==> src/rtl/lsu_seq_ctrl.sv <==
// Multi-cycle sequencer for RV32I loads/stores: owns the PC stall, issues LSU
// read/write strobes (read-modify-write for sb/sh) and gates rd writeback.
module lsu_seq_ctrl #(
    parameter int unsigned TIMEOUT = 15
) (
    input  logic       i_clk,
    input  logic       i_rst,
    input  logic       i_insn_vld,
    input  logic [6:0] i_opcode,
    input  logic [2:0] i_funct3,
    input  logic       i_mem_rvalid,
    output logic       o_pc_stall,
    output logic       o_mem_rden,
    output logic       o_mem_wren,
    output logic       o_ld_capture,
    output logic       o_rd_wren_en,
    output logic       o_busy,
    output logic       o_err,
    output logic [1:0] o_state
);

    typedef enum logic [1:0] {
        S_IDLE      = 2'd0,
        S_RD_WAIT   = 2'd1,
        S_WR_COMMIT = 2'd2,
        S_DONE      = 2'd3
    } state_t;

    typedef enum logic [1:0] {
        C_NONMEM = 2'd0,
        C_LOAD   = 2'd1,
        C_SW     = 2'd2,
        C_SUB    = 2'd3
    } cls_t;

    localparam logic [6:0] OP_LOAD  = 7'b0000011;
    localparam logic [6:0] OP_STORE = 7'b0100011;

    state_t     state, state_nx;
    cls_t       cls, dec_cls;
    logic [7:0] cnt;
    logic       timed_out;
    logic       err;

    logic       stall_c, rden_c, wren_c, cap_c, rdw_c;
    logic       cnt_clr, cnt_inc, set_to, cls_ld;
    logic [8:0] cnt_plus1;
    logic       timeout_hit;

    // Decode of the live instruction; only consulted while IDLE.
    always_comb begin
        dec_cls = C_NONMEM;
        if (i_insn_vld) begin
            if (i_opcode == OP_LOAD) begin
                dec_cls = C_LOAD;
            end else if (i_opcode == OP_STORE) begin
                if (i_funct3 == 3'b010) begin
                    dec_cls = C_SW;
                end else if (i_funct3 == 3'b000 || i_funct3 == 3'b001) begin
                    dec_cls = C_SUB;
                end
            end
        end
    end

    // Timeout fires on the RD_WAIT cycle whose count would reach TIMEOUT.
    assign cnt_plus1   = {1'b0, cnt} + 9'd1;
    assign timeout_hit = (cnt_plus1 >= 9'(TIMEOUT));

    always_comb begin
        state_nx = state;
        stall_c  = 1'b0;
        rden_c   = 1'b0;
        wren_c   = 1'b0;
        cap_c    = 1'b0;
        rdw_c    = 1'b0;
        cnt_clr  = 1'b0;
        cnt_inc  = 1'b0;
        set_to   = 1'b0;
        cls_ld   = 1'b0;
        case (state)
            S_IDLE: begin
                rdw_c = 1'b1;
                case (dec_cls)
                    C_LOAD, C_SUB: begin
                        stall_c  = 1'b1;
                        rden_c   = 1'b1;
                        rdw_c    = 1'b0;
                        cnt_clr  = 1'b1;
                        cls_ld   = 1'b1;
                        state_nx = S_RD_WAIT;
                    end
                    C_SW: begin
                        stall_c  = 1'b1;
                        wren_c   = 1'b1;
                        rdw_c    = 1'b0;
                        cls_ld   = 1'b1;
                        state_nx = S_DONE;
                    end
                    default: ;
                endcase
            end
            S_RD_WAIT: begin
                stall_c = 1'b1;
                // rvalid takes priority over a coincident timeout.
                if (i_mem_rvalid) begin
                    cap_c    = 1'b1;
                    state_nx = (cls == C_SUB) ? S_WR_COMMIT : S_DONE;
                end else begin
                    cnt_inc = 1'b1;
                    if (timeout_hit) begin
                        set_to   = 1'b1;
                        state_nx = S_DONE;
                    end
                end
            end
            S_WR_COMMIT: begin
                stall_c  = 1'b1;
                wren_c   = 1'b1;
                state_nx = S_DONE;
            end
            S_DONE: begin
                rdw_c    = (cls == C_LOAD) && !timed_out;
                state_nx = S_IDLE;
            end
            default: state_nx = S_IDLE;
        endcase
    end

    always_ff @(posedge i_clk or posedge i_rst) begin
        if (i_rst) begin
            state     <= S_IDLE;
            cls       <= C_NONMEM;
            cnt       <= 8'd0;
            timed_out <= 1'b0;
            err       <= 1'b0;
        end else begin
            state <= state_nx;
            if (cls_ld) begin
                cls       <= dec_cls;
                timed_out <= 1'b0;
            end
            if (cnt_clr) begin
                cnt <= 8'd0;
            end else if (cnt_inc && cnt != 8'hFF) begin
                cnt <= cnt + 8'd1;
            end
            if (set_to) begin
                timed_out <= 1'b1;
                err       <= 1'b1;
            end
        end
    end

    // Reset forces a safe output set: PC held, no strobes, no writeback.
    assign o_pc_stall   = i_rst ? 1'b1 : stall_c;
    assign o_mem_rden   = i_rst ? 1'b0 : rden_c;
    assign o_mem_wren   = i_rst ? 1'b0 : wren_c;
    assign o_ld_capture = i_rst ? 1'b0 : cap_c;
    assign o_rd_wren_en = i_rst ? 1'b0 : rdw_c;
    assign o_busy       = i_rst ? 1'b0 : (state != S_IDLE);
    assign o_state      = i_rst ? 2'd0 : state;
    assign o_err        = err;

endmodule

==> config.mk <==
export PLATFORM = sky130hd
export DESIGN_NAME = lsu_seq_ctrl
export DESIGN_NICKNAME = d
export VERILOG_FILES = /design/src/rtl/lsu_seq_ctrl.sv
export SDC_FILE = /design/constraint.sdc
export NUM_CORES = 1
export LEC_CHECK = 0
export BUFFER_PORTS_ARGS = -buffer_cell sky130_fd_sc_hd__buf_2
export CAP_MARGIN = 20
export CORE_MARGIN = 2
export CORE_UTILIZATION = 50
export CTS_BUF_LIST = sky130_fd_sc_hd__clkbuf_8
export DETAILED_ROUTE_END_ITERATION = 6
export PLACE_DENSITY = 0.78
export SLEW_MARGIN = 5
export SYNTH_ARGS = -nofsm -noshare
export SYNTH_HDL_FRONTEND = slang
export SYNTH_SLANG_ARGS = --single-unit
==> constraint.sdc <==
create_clock -name i_clk -period 2.1 [get_ports i_clk]
set_input_delay 0.21 -clock i_clk [delete_from_list [all_inputs] [get_ports i_clk]]
set_output_delay 0.21 -clock i_clk [all_outputs]
set_load 0.02 [all_outputs]
==> impl_summary.log, run 1 <==
[metrics] post-synthesis async set-or-reset flop share: 1.00
[metrics] commonest register cell after synthesis: dfrtp_1
[metrics] area share of the largest cell type after synthesis: 0.339
[metrics] total length of routed wires: between 2 and 2.5 mm
[metrics] most common cell in the synthesized netlist: nor2_1
[metrics] setup violators final: 0
[metrics] length of routed met2 wiring: between 1 and 1.5 mm
[metrics] Initial DRC Count: 11
[metrics] clock latency reported for the late side of the worst-skew pair: ~0.24 ns
[metrics] capture point of the critical path: o_rd_wren_en
[metrics] combinational family with the most area after synthesis: simple AND/OR/NAND/NOR gates
[metrics] synthesized-area fraction occupied by adder cells: 0.0848
[metrics] Total Neg Setup Slack: 0 ns
[metrics] Power Dens Cells: 1130 mW/mm^2
[metrics] final design instance area without fill: around 0.0012 mm^2
[metrics] cell internal power dissipation: 805 uW
[metrics] MaxCap Viol Count: 0
[metrics] synth top area cells: dfrtp_1, ha_1, nor2_1
[metrics] synthesis-to-layout area growth: 19.0%
[metrics] slack of the worst reg-to-reg path: ~0.10 ns
[metrics] buffer depth of the longest clock path: 2
[metrics] number of buffers created by CTS: 3
[metrics] synthesized net count: ~130
[metrics] first-pass GRT wire length: 3.69 mm
[metrics] cell depth of the worst flop-to-flop path: 6
[metrics] largest area contributor in the synthesized netlist: dfrtp_1
[metrics] Worst Setup Start Kind: flip-flop
[metrics] sinks on the clock net: 14
[metrics] floorplan die area: around 0.0024 mm^2
[metrics] post-DR vias/cell: between 5 and 6
[metrics] most instantiated cells after synthesis: nor2_1, dfrtp_1, ha_1
[metrics] logic gate share of total power: 0.509
[metrics] Worst slew margin: 0.755
[metrics] Antenna diodes: 0
[metrics] Post-Synthesis Cell Area: slightly above 0.001 mm^2
[metrics] DRT antenna net count: 0
[metrics] input/output buffers: 22
[metrics] critical path type: reg -> out
[metrics] synthesized flop and latch total: 14
[metrics] Static Leakage: approximately 0.00059 uW
[metrics] CP Capture Type: primary output
[metrics] Worst EP required: 1.89 ns
[metrics] Mapped Avg Cell Area: 9.13 um^2
[metrics] area share of and/or/nand/nor cells after synthesis: 0.293
[metrics] Max Fclk: between 400 and 500 MHz
[metrics] core region area: 0.00196 mm^2
[metrics] antenna violations before repair: 0
[metrics] minimum period implied by the final worst setup slack: a little over 2 ns
[metrics] maximum number of pins on one net before global-route repair: 14
[metrics] XOR/XNOR share of the synthesized area: 0.0594
[metrics] number of enable-type register cells in the synthesized netlist: 0
[metrics] switching pwr: between 500 and 600 uW
[metrics] worst hold path class: in -> reg
[metrics] Total GRT Usage: 0.196
[metrics] unique cell type count in the Yosys netlist: 40
[metrics] number of nets in the layout: between 150 and 200
[metrics] Compound-Gate Fraction of Synth Area: 0.152
[metrics] Clk network pwr share: 0.150
[metrics] routed vias: a little under 900
[metrics] placed wire-length estimate after detailed placement: roughly 1.6 mm
[metrics] fraction of power spent switching nets: 0.420
[metrics] CTS root buffer: clkbuf_8
[metrics] Synth Warn #: 0
[metrics] first-pass iteration count of the detailed router: 4
[metrics] vias in the first global route: just under 900
[metrics] Fin. Hold Viols: 0
[metrics] share of final-layout standard cells stronger than drive strength 1: 0.285
[metrics] placed cell area: 0.00116 mm^2
[metrics] GRT overflow: 0
[metrics] routability-driven placement congestion ratio: 0.804
[metrics] FF-to-FF Start: cnt[0]$_DFFE_PP0P_
[metrics] highest routed metal layer: met4
[metrics] unrepaired setup endpoints after global routing: no
[metrics] clock tree from TritonCTS: done
[metrics] row count: 16
[metrics] I/O pin cnt: 23
[metrics] detailed-routing wirelength on met1: ~910 um
[metrics] register clock-pin slew on the reported worst setup and hold paths: approximately 0.05 ns
[metrics] period utilisation layout: 0.960
[metrics] H-tree Lvls: 1
[metrics] largest clock skew in the final design: 0.00400 ns
[metrics] Post-route DRC: 0
[metrics] VDD IR-drop max: around 0.78 mV
[metrics] power share of the sequential group: 0.341
[metrics] Critical Path Start: state[1]$_DFFE_PP0P_
[metrics] sequential share of the synthesized area: 0.339
[metrics] run status: finished clean
[metrics] RR Endpoint: cnt[7]$_DFFE_PP0P_
[metrics] starting utilization of the core area: 0.526
[metrics] Vert. Die Dim: ~49 um
[metrics] die width: between 40 and 50 um
[metrics] sum of met3 wire segment lengths after detailed routing: ~95 um
[metrics] Cells after Synth: 113
[metrics] worst endpoint data arrival time: between 1.5 and 2 ns
[metrics] worst-margin pin slew: approximately 0.37 ns
[metrics] multiplexer share of the synthesized area: 0.0194
[metrics] number of pins with negative max-slew slack in the final report: 0
[metrics] maximum fanout along the worst path: 5
[metrics] routed len/inst: about 13 um
## placed cells by master, fill, tap and decap left out, types with 2 or more instances in the layout
cell type / netlist / routed
clkbuf_8: 0 / 3
nand2_1: 6 / 6
nor3_1: 2 / 2
mux2i_1: 2 / 2
and2_1: 2 / 2
buf_2: 3 / 21
nand3_1: 6 / 6
xor2_1: 5 / 5
xnor2_1: 2 / 2
o21ai_0: 5 / 5
nor2_1: 16 / 16
inv_1: 6 / 6
dfrtp_1: 14 / 14
and3_1: 3 / 3
buf_4: 0 / 4
ha_1: 7 / 6
nand4_1: 5 / 5
a31oi_1: 2 / 2
a21o_1: 2 / 2
a21oi_1: 2 / 2
## worst max-delay path, cell delays in order (launching register included)
cell      delay [ns]
dfrtp_1         0.40
ha_1            0.17
or4b_2          0.60
a211oi_2        0.23
buf_4           0.17
## cells by family after synthesis
| group | count (synthesis) |
|---|---|
| simple gates | 53 |
| flops | 14 |
| mux | 2 |
| buf+inv | 11 |
| fa+ha+maj | 7 |
| compound gates | 19 |
| xor+xnor | 7 |
## timing repair
item,CTS,global route
hold endpoints to repair,1,0
setup buffers,0,1
setup endpoints to repair,0,3
resized for setup,0,3
hold buffers,1,0
## metrics by stage
| stage | hold slack [ns] | std cells | util | total power [uW] | setup WS, ns |
|---|---|---|---|---|---|
| 2_1_floorplan | 0.120 | 113 | - | 983 | 0.208 |
| 4_1_cts | 0.348 | 163 | 0.617 | 1360 | 0.0304 |
| 3_3_place_gp | 0.143 | 159 | 0.591 | 1120 | 0.217 |
| 6_report | 0.348 | 164 | 0.626 | 1390 | 0.0848 |
| 3_5_place_dp | 0.152 | 159 | 0.591 | 1140 | 0.148 |
| 5_1_grt | 0.360 | 164 | 0.626 | 1500 | 0.00966 |
## cell type report
| cell class | instances | area [um^2] |
|---|---|---|
| flip-flops and latches | 14 | 350 |
| well taps | 27 | 33.8 |
| fillers | 182 | 733 |
| repair buffers | 26 | 145 |
| clock buffers | 3 | 41.3 |
| multi-input cells | 88 | 636 |
| inverters | 6 | 22.5 |
## power groups by stage
| stage | clock (uW) | sequential (uW) | combinational [uW] |
|---|---|---|---|
| CTS | 216 | 473 | 675 |
| global route | 225 | 491 | 787 |
| global placement | 0 | 472 | 649 |
| floorplan | 0 | 447 | 536 |
| finish | 207 | 474 | 706 |
| detailed placement | 0 | 478 | 658 |
## per-layer routing
metal / GRT usage / vias to the layer above
li1: - / 449
met1: 0.228 / 409
met2: 0.347 / 29
met3: 0.0307 / 2
met4: 0.0972 / 0
met5: 0 / -
## state kept, by name (all words and copies together) (netlist names)
name and flops:
cls 2, cnt 8, o_err 1, state 2, timed_out 1
## worst min-delay path by stage
stage	startpoint	to	slack, ns	cells after the start
after floorplan	i_rst	cls[0]$_DFFE_PP0P_	0.12	1
after global placement	i_rst	state[1]$_DFFE_PP0P_	0.14	2
after detailed placement	i_rst	state[1]$_DFFE_PP0P_	0.15	2
after CTS	i_opcode[3]	timed_out$_DFFE_PP0P_	0.35	4
after global routing	i_opcode[3]	timed_out$_DFFE_PP0P_	0.36	4
final	i_opcode[3]	timed_out$_DFFE_PP0P_	0.35	4
Note: power is estimated with default switching activity, not from simulation.
==> inputs of run 2 (changes only) <==
- PLACE_DENSITY: 0.78 -> 0.8
- clock period: 2.1 -> 1.65 ns (I/O delays scaled with it)
==> impl_summary.log, run 2 (synthesis gave the netlist of run 1 again) <==
[metrics] routed len/inst: 17.8 um (+39%)
[metrics] combined area of the multi-input logic cells: 805 um^2 (+27%)
[metrics] Worst Setup Start Kind: flip-flop
[metrics] length of routed met2 wiring: 1.82 mm (+69%)
[metrics] Total GRT Usage: 0.288 (+0.0919)
[metrics] Post-route DRC: 0 (unchanged)
[metrics] buffer depth of the longest clock path: 2 (unchanged)
[metrics] H-tree Lvls: 1 (unchanged)
[metrics] run status: complete, but fails checks
[metrics] first-pass iteration count of the detailed router: 4 (unchanged)
[metrics] DRT antenna net count: 0 (unchanged)
[metrics] switching pwr: 1120 uW (+93%)
[metrics] critical path buffer and inverter count: 1 (unchanged)
[metrics] I/O pin cnt: 23 (unchanged)
[metrics] Power Dens Cells: 1610 mW/mm^2 (+42%)
[metrics] placed wire-length estimate after detailed placement: 2.08 mm (+31%)
[metrics] highest routed metal layer: met4
[metrics] detailed-routing wirelength on met1: 1.30 mm (+44%)
[metrics] Clk network pwr share: 0.124 (-0.026)
[metrics] Static Leakage: 0.000786 uW (+33%)
[metrics] commonest non-fill, non-tap cell in the layout: buf_4
[metrics] floorplan die area: 0.00244 mm^2 (unchanged)
[metrics] largest clock skew in the final design: 0.000931 ns (-0.00307 ns)
[metrics] vias in the first global route: 1119 (+28%)
[metrics] first-pass GRT wire length: 5.29 mm (+43%)
[metrics] number of buffers created by CTS: 3 (unchanged)
[metrics] Antenna diodes: 0 (unchanged)
[metrics] total length of routed wires: 3.47 mm (+66%)
[metrics] worst hold path class: in -> async
[metrics] Max Fclk: around 550 MHz
[metrics] Biggest register: cnt
[metrics] post-DR vias/cell: 5.72 (+5.5%)
[metrics] sinks on the clock net: 14 (unchanged)
[metrics] clock tree from TritonCTS: done
[metrics] Initial DRC Count: 31 (+20)
[metrics] routability-driven placement congestion ratio: 0.825 (+2.6%)
[metrics] CP cell instances: ha_1, or4b_4, a211oi_4, buf_6
[metrics] number of flip-flops under the largest register name: 8 (unchanged)
[metrics] synthesis-to-layout area growth: 62.3%
[metrics] core region area: 0.00196 mm^2 (unchanged)
[metrics] register clock-pin slew on the reported worst setup and hold paths: 0.06 ns (about the same)
[metrics] input/output buffers: 22 (unchanged)
[metrics] clock latency reported for the late side of the worst-skew pair: 0.24 ns (about the same)
[metrics] critical-path cell with the highest stage delay: or4b_4
[metrics] minimum period implied by the final worst setup slack: approximately 1.8 ns
[metrics] VDD IR-drop max: 1.55 mV (+99%)
[metrics] sum of internal, switching and leakage power: 2700 uW (+94%)
[metrics] critical path type: reg -> out
[metrics] Hold Slack: 0.00347 ns (-0.345 ns)
[metrics] Vert. Die Dim: 49.4 um (unchanged)
[metrics] worst endpoint data arrival time: 1.66 ns (-0.15 ns)
[metrics] Worst slew margin: 0.686 (-0.0688)
[metrics] starting utilization of the core area: 0.526 (unchanged)
[metrics] CTS root buffer: clkbuf_8
[metrics] CP Capture Type: primary output
[metrics] Final Worst Setup Slack: -0.173 ns (-0.258 ns)
[metrics] logic gate share of total power: 0.653 (+0.144)
[metrics] Fin. Hold Viols: 0 (unchanged)
[metrics] routed vias: 1115 (+25%)
[metrics] maximum single-stage delay on the critical path: 0.49 ns (-0.11 ns)
[metrics] setup violators final: 10 (+10)
[metrics] number of pins with negative max-slew slack in the final report: 0 (unchanged)
[metrics] violations in the final reports: negative setup slack
[metrics] cell internal power dissipation: 1570 uW (+95%)
[metrics] sum of met3 wire segment lengths after detailed routing: 153 um (+61%)
[metrics] worst-margin pin slew: 0.466 ns (+0.0995 ns)
[metrics] fraction of power spent switching nets: 0.416 (-0.00324)
[metrics] family with the most delay on the worst path: simple AND/OR/NAND/NOR gates
[metrics] unrepaired setup endpoints after global routing: yes
[metrics] register area: 353 um^2 (+0.71%)
[metrics] number of nets in the layout: 190 (+19%)
[metrics] GRT overflow: 0 (unchanged)
[metrics] row count: 16 (unchanged)
[metrics] share of final-layout standard cells stronger than drive strength 1: 0.571 (+0.287)
[metrics] antenna violations before repair: 0 (unchanged)
[metrics] MaxCap Viol Count: 0 (unchanged)
[metrics] maximum number of pins on one net before global-route repair: 9 (-5)
[metrics] period utilisation layout: 1.10
[metrics] commonest cells after routing, fill and taps aside: buf_4, buf_2, nor2_1, dfrtp_1, buf_6
[metrics] die width: 49.4 um (unchanged)
[metrics] power share of the sequential group: 0.223 (-0.118)
[metrics] largest registers: cnt (8), cls (2), state (2)
[metrics] Worst EP required: 1.48 ns (-0.41 ns)
[metrics] fillcell total: 105 (-42%)
[metrics] maximum fanout along the worst path: 2 (-3)
-- run 2: layout make-up --
type                            instances  area share
Clock buffer                            4      0.0329
Timing Repair Buffer                   56       0.241
Sequential cell                        14       0.211
Tap cell                               27      0.0202
Multi-Input combinational cell         88       0.480
Inverter                                6      0.0149
-- run 2: tightest hold or removal path, delay by kind of cell --
kind                   cells  cell delay, ns
buffers and inverters      3            0.42
-- run 2: worst paths after layout --
check	from	endpoint	slack, ns	cells past startpoint
max	state[1]$_DFFE_PP0P_	o_rd_wren_en	-0.17	4
min in group i_clk	i_opcode[5]	timed_out$_DFFE_PP0P_	0.39	4
max in group asynchronous	i_rst	cnt[0]$_DFFE_PP0P_	1.50	3
min	i_rst	cls[0]$_DFFE_PP0P_	0.003	3
min reg2reg	o_err$_DFFE_PP0P_	o_err$_DFFE_PP0P_	0.47	1
max reg2reg	state[1]$_DFFE_PP0P_	state[0]$_DFFE_PP0P_	-0.11	8
-- run 2: through the flow --
step | TNS (ns) | cell area [um^2] | util | setup WS [ns] | cells
floorplan | -0.0210 | 1050 | - | -0.0156 | 113
global placement | -0.129 | 1350 | 0.687 | -0.0963 | 182
detailed placement | -0.429 | 1350 | 0.687 | -0.157 | 182
CTS | -0.412 | 1610 | 0.820 | -0.133 | 194
global route | -1.90 | 1680 | 0.854 | -0.212 | 195
finish | -0.800 | 1680 | 0.854 | -0.173 | 195
-- run 2: metal layers --
metal / GRT usage / vias up
li1: - / 511
met5: 0 / -
met1: 0.305 / 530
met3: 0.0307 / 17
met2: 0.527 / 57
met4: 0.199 / 0
-- run 2: timing repair --
action | CTS | global route
pin swaps | 13 | 10
hold buffers | 0 | 0
endpoints found under the setup margin | 11 | 15
buffers inserted | 8 | 1
resized for setup | 36 | 13
-- run 2: power groups by stage --
stage               sequential [uW]  combinational (uW)  clock [uW]
global route                    619                1870         353
detailed placement              577                1210           0
floorplan                       569                 720           0
global placement                564                1160           0
CTS                             594                1590         331
finish                          602                1760         334
